--- src/rtl/i2s_leftjustified_rx_pkg.sv ---
// Shared constants, FSM encoding and small helpers for the left-justified
// serial audio receiver.
package i2s_leftjustified_rx_pkg;

    localparam int CH_BITS_DEF = 32;
    localparam int SAMPLE_W    = 24;
    localparam int TIMEOUT_DEF = 256;
    localparam int CNT_W       = 6;
    localparam int WD_W        = 9;

    typedef enum logic [1:0] {
        ST_SYNC  = 2'd0,
        ST_LEFT  = 2'd1,
        ST_RIGHT = 2'd2
    } rx_state_e;

    function automatic logic [CNT_W-1:0] sat_inc(input logic [CNT_W-1:0] v);
        return (v == 6'd63) ? v : v + 6'd1;
    endfunction

endpackage

--- src/rtl/i2s_rx_sync.sv ---
// Two-flop synchronizer bringing one asynchronous serial-bus line into MCLK_i.
module i2s_rx_sync (
    input  logic MCLK_i,
    input  logic nRST_i,
    input  logic async_in,
    output logic sync_out
);

    logic meta_r;
    logic sync_r;

    // Two-stage resynchronisation register
    always_ff @(posedge MCLK_i or negedge nRST_i) begin
        if (!nRST_i) begin
            meta_r <= 1'b0;
            sync_r <= 1'b0;
        end else begin
            meta_r <= async_in;
            sync_r <= meta_r;
        end
    end

    assign sync_out = sync_r;

endmodule

--- src/rtl/i2s_leftjustified_rx.sv ---
// Left-justified serial audio receiver: oversamples SCLK/LRCLK/SDATA on MCLK and
// emits a 24-bit left/right sample pair once per well-formed frame.
module i2s_leftjustified_rx
    import i2s_leftjustified_rx_pkg::*;
#(
    parameter int CH_BITS = CH_BITS_DEF,
    parameter int TIMEOUT = TIMEOUT_DEF
) (
    input  logic                MCLK_i,
    input  logic                nRST_i,
    input  logic                I2S_RX_en,
    input  logic                SCLK_i,
    input  logic                SDATA_i,
    input  logic                LRCLK_i,
    output logic [SAMPLE_W-1:0] PDATA_LEFT_o,
    output logic [SAMPLE_W-1:0] PDATA_RIGHT_o,
    output logic                PDATA_VALID_o,
    output logic                FRAME_ERR_o
);

    localparam logic [CNT_W-1:0] CH_MATCH = CNT_W'(CH_BITS);
    localparam logic [CNT_W-1:0] SHIFT_LAST = CNT_W'(SAMPLE_W);
    localparam logic [WD_W-1:0]  WD_MAX   = WD_W'(TIMEOUT);

    logic                sclk_sync_s, sdata_sync_s, lrclk_sync_s;
    logic                sclk_prev_r, lrclk_prev_r;
    logic                sclk_rise_s, lr_change_s, timeout_s;
    logic [CNT_W-1:0]    cnt_r, cnt_next_s;
    logic [WD_W-1:0]     wd_r;
    logic [SAMPLE_W-1:0] shift_r, hold_r, pdata_left_r, pdata_right_r;
    logic                valid_r, err_r;
    logic                valid_n_s, err_n_s, latch_left_s, load_out_s;
    rx_state_e           state_r, state_n_s;

    i2s_rx_sync u_sync_sclk  (.MCLK_i(MCLK_i), .nRST_i(nRST_i), .async_in(SCLK_i),  .sync_out(sclk_sync_s));
    i2s_rx_sync u_sync_sdata (.MCLK_i(MCLK_i), .nRST_i(nRST_i), .async_in(SDATA_i), .sync_out(sdata_sync_s));
    i2s_rx_sync u_sync_lrclk (.MCLK_i(MCLK_i), .nRST_i(nRST_i), .async_in(LRCLK_i), .sync_out(lrclk_sync_s));

    assign sclk_rise_s = sclk_sync_s & ~sclk_prev_r;
    assign lr_change_s = sclk_rise_s & (lrclk_sync_s ^ lrclk_prev_r);
    assign timeout_s   = (wd_r == WD_MAX) && (state_r != ST_SYNC);

    // Post-sample bit count; restarts at 1 because the edge that reveals an LRCLK change carries the MSB
    always_comb begin
        cnt_next_s = cnt_r;
        if (sclk_rise_s) begin
            cnt_next_s = lr_change_s ? 6'd1 : sat_inc(cnt_r);
        end else begin
            cnt_next_s = cnt_r;
        end
    end

    // Edge history: SCLK every cycle, LRCLK only at SCLK rising edges
    always_ff @(posedge MCLK_i or negedge nRST_i) begin
        if (!nRST_i) begin
            sclk_prev_r  <= 1'b0;
            lrclk_prev_r <= 1'b0;
        end else begin
            sclk_prev_r <= sclk_sync_s;
            if (sclk_rise_s) begin
                lrclk_prev_r <= lrclk_sync_s;
            end
        end
    end

    // Bit counter and SCLK watchdog
    always_ff @(posedge MCLK_i or negedge nRST_i) begin
        if (!nRST_i) begin
            cnt_r <= 6'd0;
            wd_r  <= 9'd0;
        end else if (!I2S_RX_en) begin
            cnt_r <= 6'd0;
            wd_r  <= 9'd0;
        end else begin
            cnt_r <= cnt_next_s;
            if (sclk_rise_s) begin
                wd_r <= 9'd0;
            end else if (wd_r != WD_MAX) begin
                wd_r <= wd_r + 9'd1;
            end
        end
    end

    // Sample shifter keeps only the 24 MSBs; the left half waits in hold_r
    always_ff @(posedge MCLK_i or negedge nRST_i) begin
        if (!nRST_i) begin
            shift_r <= 24'h000000;
            hold_r  <= 24'h000000;
        end else begin
            if (I2S_RX_en && sclk_rise_s && (cnt_next_s <= SHIFT_LAST)) begin
                shift_r <= {shift_r[SAMPLE_W-2:0], sdata_sync_s};
            end
            if (latch_left_s) begin
                hold_r <= shift_r;
            end
        end
    end

    // FSM state register
    always_ff @(posedge MCLK_i or negedge nRST_i) begin
        if (!nRST_i) begin
            state_r <= ST_SYNC;
        end else begin
            state_r <= state_n_s;
        end
    end

    // Next state; priority is disable, then timeout, then LRCLK change
    always_comb begin
        state_n_s    = state_r;
        err_n_s      = 1'b0;
        valid_n_s    = 1'b0;
        latch_left_s = 1'b0;
        load_out_s   = 1'b0;
        if (!I2S_RX_en) begin
            state_n_s = ST_SYNC;
        end else if (timeout_s) begin
            state_n_s = ST_SYNC;
            err_n_s   = 1'b1;
        end else if (lr_change_s) begin
            case (state_r)
                ST_SYNC: begin
                    if (lrclk_sync_s) begin
                        state_n_s = ST_LEFT;
                    end else begin
                        state_n_s = ST_SYNC;
                    end
                end
                ST_LEFT: begin
                    if (cnt_r == CH_MATCH) begin
                        latch_left_s = 1'b1;
                        state_n_s    = ST_RIGHT;
                    end else begin
                        err_n_s   = 1'b1;
                        state_n_s = ST_SYNC;
                    end
                end
                ST_RIGHT: begin
                    if (cnt_r == CH_MATCH) begin
                        load_out_s = 1'b1;
                        valid_n_s  = 1'b1;
                        state_n_s  = ST_LEFT;
                    end else begin
                        err_n_s   = 1'b1;
                        state_n_s = ST_SYNC;
                    end
                end
                default: begin
                    state_n_s = ST_SYNC;
                end
            endcase
        end else begin
            state_n_s = state_r;
        end
    end

    // Registered outputs; sample pair only moves together with the valid pulse
    always_ff @(posedge MCLK_i or negedge nRST_i) begin
        if (!nRST_i) begin
            pdata_left_r  <= 24'h000000;
            pdata_right_r <= 24'h000000;
            valid_r       <= 1'b0;
            err_r         <= 1'b0;
        end else begin
            if (load_out_s) begin
                pdata_left_r  <= hold_r;
                pdata_right_r <= shift_r;
            end
            valid_r <= valid_n_s;
            err_r   <= err_n_s;
        end
    end

    assign PDATA_LEFT_o  = pdata_left_r;
    assign PDATA_RIGHT_o = pdata_right_r;
    assign PDATA_VALID_o = valid_r;
    assign FRAME_ERR_o   = err_r;

endmodule

--- config.mk ---
export PLATFORM = sky130hd
export DESIGN_NAME = i2s_leftjustified_rx
export DESIGN_NICKNAME = d
export VERILOG_FILES = /design/src/rtl/i2s_leftjustified_rx_pkg.sv /design/src/rtl/i2s_rx_sync.sv /design/src/rtl/i2s_leftjustified_rx.sv
export SDC_FILE = /design/constraint.sdc
export NUM_CORES = 1
export LEC_CHECK = 0
export ABC_AREA = 1
export CAP_MARGIN = 20
export CORE_UTILIZATION = 25
export CTS_CLUSTER_DIAMETER = 40
export DETAILED_ROUTE_END_ITERATION = 8
export MAX_ROUTING_LAYER = met4
export PLACE_DENSITY_LB_ADDON = 0.25
export SYNTH_ARGS = -nofsm -noshare
export SYNTH_HDL_FRONTEND = slang
export SYNTH_SLANG_ARGS = --single-unit
--- constraint.sdc ---
create_clock -name MCLK_i -period 1.7 [get_ports MCLK_i]
set_input_delay 0.34 -clock MCLK_i [delete_from_list [all_inputs] [get_ports MCLK_i]]
set_output_delay 0.34 -clock MCLK_i [all_outputs]
set_load 0.02 [all_outputs]
# Word level (Yosys, flattened, before mapping)

Index checks and enable logic that the tools add are counted.

Logic and storage cells: 66
Input port bits: 6
Register bits after elaboration: 123
Output and inout port bits: 50

$lt $le $gt $ge: 1
Multiplexer cells: 28
Add/subtract/negate cells: 2
Reductions and logical operators: 6
Eq/ne operators: 8
Bitwise operators: 4

Operators with widths:

| cell                  | count |
|---|---|
| $mux W9               | 3 |
| $mux W6               | 4 |
| $mux W1               | 16 |
| $eq A6 B6 Y1 const B  | 2 |
| $add A9 B1 Y9 const B | 1 |
| $eq A9 B9 Y1 const B  | 1 |
| $ne A9 B9 Y1 const B  | 1 |
| $mux W2               | 4 |
| $add A6 B1 Y6 const B | 1 |
| $le A6 B5 Y1 const B  | 1 |
| $ne A3 B1 Y1 const B  | 2 |
| $pmux W2 S3           | 1 |
| $logic_and A1 B1 Y1   | 3 |
| $and A1 B1 Y1         | 2 |
| $eq A2 B1 Y1 const B  | 1 |
| $eq A2 B2 Y1 const B  | 1 |
| $logic_not A2 Y1      | 1 |
| $reduce_bool A2 Y1    | 1 |
| $reduce_or A2 Y1      | 1 |
| $not A1 Y1            | 1 |
| $xor A1 B1 Y1         | 1 |

# Longest topological paths before layout

Depth in word-level cells: 7
Gate-level depth with buffers: 13
Gate-level depth less buffers: 12

# Modules after synthesis

From an unflattened synthesis, not the netlist that was laid out.

Cell total of the unflattened synthesis: 559
Area, all modules: 5072.4 µm²

Modules (own cells, without submodules):

| module               | cells an instance | instances | area each (µm²) | sequential area each (µm²) |
|---|---|---|---|---|
| i2s_leftjustified_rx | 553               | 1         | 4922.2          | 2927.8 |
| i2s_rx_sync          | 2                 | 3         | 50.0            | 50.0 |

# Worst setup path after synthesis

No wires, ideal clock.

Path type: flip-flop to flip-flop
From: reg wd_r[0]
To: reg pdata_right_r[15], in the netlist PDATA_RIGHT_o[15]
Data required time: 1635 ps
Arrival: 1618 ps
Cell stages (with the launch flop): 11
Path buffers: 2
Path slack: 18 ps
Path through: dfrtp_1 > inv_1 > ha_1 > inv_1 > nor4_2 > nand3_2 > nand3_2 > buf_4 > buf_6 > nand2_1 > nand2_1

Cells in the longest elaborated chain, start to end: 4

RTL lines:

| element                | RTL line                    | RTL |
|---|---|---|
| start, declared        | i2s_leftjustified_rx.sv:29  | `logic [WD_W-1:0] wd_r;` |
| start signal, assigned | i2s_leftjustified_rx.sv:79  | `wd_r <= wd_r + 9'd1;` |
| $eq A9 B9 Y1           | i2s_leftjustified_rx.sv:41  | `assign timeout_s = (wd_r == WD_MAX) && (state_r != ST_SYNC);` |
| $logic_and A1 B1 Y1    | i2s_leftjustified_rx.sv:41  |  |
| $mux W1                | i2s_leftjustified_rx.sv:117 | `end else if (timeout_s) begin` |
| $mux W1                | i2s_leftjustified_rx.sv:115 | `if (!I2S_RX_en) begin` |
| end signal, assigned   | i2s_leftjustified_rx.sv:167 | `pdata_right_r <= shift_r;` |
| end, declared          | i2s_leftjustified_rx.sv:30  | `logic [SAMPLE_W-1:0] shift_r, hold_r, pdata_left_r, pdata_right_r;` |

No other way between the ends.
A chain may end at the register's enable or synchronous reset.

# Final worst setup path

From: reg cnt_r[0]
To: reg shift_r[5]

Cells in the longest elaborated chain, start to end: 6
Elaborated cells between the ends (all ways): 7
Classes of those cells: 1 x add/sub; 1 x order compare; 1 x eq/ne; 3 x mux; 1 x reduce/logical

RTL lines:

| element                                              | RTL line                       | RTL |
|---|---|---|
| start, declared                                      | i2s_leftjustified_rx.sv:28     | `logic [CNT_W-1:0] cnt_r, cnt_next_s;` |
| start signal, assigned                               | i2s_leftjustified_rx.sv:75     | `cnt_r <= cnt_next_s;` |
| $add A6 B1 Y6 / $eq A6 B6 Y1 (equally long branches) | i2s_leftjustified_rx_pkg.sv:18 | `return (v == 6'd63) ? v : v + 6'd1;` |
| $mux W6                                              | i2s_leftjustified_rx_pkg.sv:18 |  |
| $mux W6                                              | i2s_leftjustified_rx.sv:47     | `cnt_next_s = lr_change_s ? 6'd1 : sat_inc(cnt_r);` |
| $mux W6 (*)                                          | i2s_leftjustified_rx.sv:46     | `if (sclk_rise_s) begin` |
| $le A6 B5 Y1 (*)                                     | i2s_leftjustified_rx.sv:90     | `if (I2S_RX_en && sclk_rise_s && (cnt_next_s <= SHIFT_LAST)) begin` |
| $logic_and A1 B1 Y1 (*)                              | i2s_leftjustified_rx.sv:90     |  |
| end signal, assigned                                 | i2s_leftjustified_rx.sv:91     | `shift_r <= {shift_r[SAMPLE_W-2:0], sdata_sync_s};` |
| end, declared                                        | i2s_leftjustified_rx.sv:30     |  |

Every way passes the cells marked *; elsewhere a longest branch is shown, timed or not.

==> impl_metrics.ini <==
[finish]
area_growth_pct = 50.76
multiInputGateArea_mm2 = 0.002429
seq_area_mm2 = 0.003079
diodes = 0
finalInstanceArea_mm2 = 0.008064
fillers = 2070
drive_gt1_share_pct = 33.56
final_nets = 732

[logic_synthesis]
synthDistinctLibCells = 32
synth_edf_count = 0
synthCells = 579
synth_fp_nets = 593
synth_commonest_cells = nand2_1 (227), dfrtp_1 (123), nand3_1 (37), nand2_2 (35), nand4_1 (33)
avgSynthCellArea_um2 = 9.238
ys_seq_area_share_pct = 57.54
synth_area_leaders = dfrtp_1 (58%), nand2_1 (16%), nand2_2 (4.1%)
syn-cell-area_mm2 = 0.005349
synth_top_area_share_pct = 57.54
yosys_warnings = 0
synth.most_common_cell = nand2_1
synth_seq_cells = 123
async_reset_ff_share_pct = 100.0
synth_ff_type = dfrtp_1
yosysTopAreaCell = dfrtp_1

[die]
die_h_um = 148.3
core_area_mm2 = 0.02102
die-area_mm2 = 0.02198
die_x_um = 148.3
io_pins = 56
row_count = 53
start_util_pct = 25.44

[hold_path]
hp-class = in -> async

[sta]
finalHoldViolCount = 0
rsz0062_at_grt = true
fmax_mhz = 522.4
maxSlewHeadroom_pct = 76.66
timing.final.crit_share_pct = 112.6
clock_skew_ns = 0.01063
worst_slack_ns = -0.2142
slew_viol_final = 0
worst_pin_slew_ns = 0.3501
min_period_ns = 1.914
tns_ns = -5.739
setup_viol = 73

[clocking]
cts_buffer_depth = 2
htree_levels = 4
clkTransAtPathRegs_ns = 0.05
cts_tree = done
clk_latency_ns = 0.42
clock-sinks = 123
root_buffer = clkbuf_16
numCtsBuffers = 17

[critical_path]
crit_required_ns = 2.00
critical-path-top-delay-family = simple AND/OR/NAND/NOR gates
start_kind = flip-flop
crit_buf_inv = 3
cp_max_fo = 7
path_class = reg -> reg
path_cells = buf_6, ha_4, nand2_4, o31ai_2, nand3_2, nor2_4, nand2_8, buf_12, buf_12, nand3_2, nand2_1
cpMaxStageDelayCell = dfrtp_1
slowest_delay_ns = 0.36
arrival_ns = 2.21
cp-end-kind = flip-flop

[power_and_ir_drop]
p_per_area_mw_per_mm2 = 872.7
peakVddDrop_mv = 0.7654
p_leak_nw = 4.256
power_mw = 7.037

[detailed_routing]
routed_wl_um = 15560
ant_nets = 0
viasPerCell = 4.491
vias = 4513
drc_errors = 0
dr.pass1.iters = 5
drt_iter0_drc = 303
wl_per_cell_um = 15.48

[outcome]
violations = negative setup slack
status = complete, but fails checks

[placement]
hpwl_um = 8944
place_congestion = 0.7567
place_ws_ns = -0.4626
portBuffers = 55
dpl-instance-area_mm2 = 0.006480

[run]
maxCapViolations = 0

[global_routing]
antenna_found_initial = 1
grt_max_degree = 41
grt_pass1_vias = 4754
gr-usage-all-layers_pct = 15.50
grt_pass1_wl_um = 25650
grt.overflow.total = 0
==> state kept, by name, indices dropped and copies added, names as in the netlist <==
name and flops:
wd_r 9, u_sync_sdata.sync_out 1, u_sync_lrclk.meta_r 1, u_sync_sclk.meta_r 1, PDATA_LEFT_o 24, shift_r 24, state_r 2, PDATA_VALID_o 1
u_sync_lrclk.sync_out 1, cnt_r 6, PDATA_RIGHT_o 24, sclk_prev_r 1, hold_r 24, u_sync_sdata.meta_r 1, FRAME_ERR_o 1, lrclk_prev_r 1
u_sync_sclk.sync_out 1
==> final timing paths <==
path / startpoint / endpoint / slack (ns) / cells past startpoint
hold reg to reg: u_sync_sclk.meta_r / u_sync_sclk.sync_out / 0.35 / 0
setup reg to reg: cnt_r[0] / shift_r[5] / -0.21 / 11
setup / recovery: cnt_r[0] / shift_r[5] / -0.21 / 11
hold / removal: nRST_i / PDATA_LEFT_o[10] / 0.32 / 2
min in group MCLK_i: u_sync_sclk.meta_r / u_sync_sclk.sync_out / 0.35 / 0
max in group asynchronous: nRST_i / hold_r[19] / 0.80 / 3
==> cell usage in the layout, fill, tap and decap left out, drive strengths merged, types with 8 or more instances in the layout <==
master         n
nand4         33
clkbuf        26
ha             8
dlygate4sd2   48
nand3         43
inv           29
nand2        268
nor2          28
dfrtp        123
buf           83
==> power by group <==
group	switching (mW)	internal [mW]
logic	0.238	0.169
registers	0.0524	2.98
clock network	1.27	2.33
==> metal layers <==
layer	vias up	GRT usage [%]	routed length (um)
li1	2158	-	-
met1	2259	19.50	7016
met2	85	25.35	7848
met3	11	3.098	566
met4	0	4.175	131
met5	-	-	0
==> stage by stage <==
step / std cells / hold WS, ns / utilization [%]
after CTS: 1001 / 0.3145 / 37.38
after floorplan: 579 / 0.04441 / -
after global routing: 1005 / 0.3184 / 38.36
after detailed placement: 927 / 0.1917 / 30.83
after global placement: 927 / 0.1955 / 30.83
final: 1005 / 0.3183 / 38.36
==> what timing repair did <==
item | 4_1_cts | 5_1_grt
endpoints found under the setup margin | 145 | 102
resized for setup | 133 | 29
hold buffers | 1 | 0
setup buffers | 32 | 3
cloned | 10 | 2
pin swaps | 62 | 20
endpoints found under the hold margin | 7 | 0
==> worst register-to-register path, stage by stage, from the launching register on <==
cell and delay (ns):
dfrtp_1 0.36, buf_6 0.12, ha_4 0.15, nand2_4 0.07
o31ai_2 0.29, nand3_2 0.15, nor2_4 0.18, nand2_8 0.09
buf_12 0.14, buf_12 0.14, nand3_2 0.06, nand2_1 0.05
==> layout make-up <==
| cell class | count | share of cell area (%) |
|---|---|---|
| Clock buffer | 24 | 6.222 |
| Inverter | 29 | 1.381 |
| Tap cell | 275 | 4.267 |
| Timing Repair Buffer | 140 | 18.74 |
| Sequential cell | 123 | 38.18 |
| Clock inverter | 7 | 1.086 |
| Multi-Input combinational cell | 407 | 30.12 |
==> cells by family after synthesis <==
kind of cell / after synthesis / share of synthesized area, %
DFF: 123 / 57.54
and+or+nand+nor: 373 / 32.44
xor gates and xnor gates: 5 / 0.8187
adders and majority gates: 8 / 1.871
AOI/OAI and AO/OA: 15 / 1.848
buffers and inverters: 55 / 5.473
Note: power is estimated with default switching activity, not from simulation.
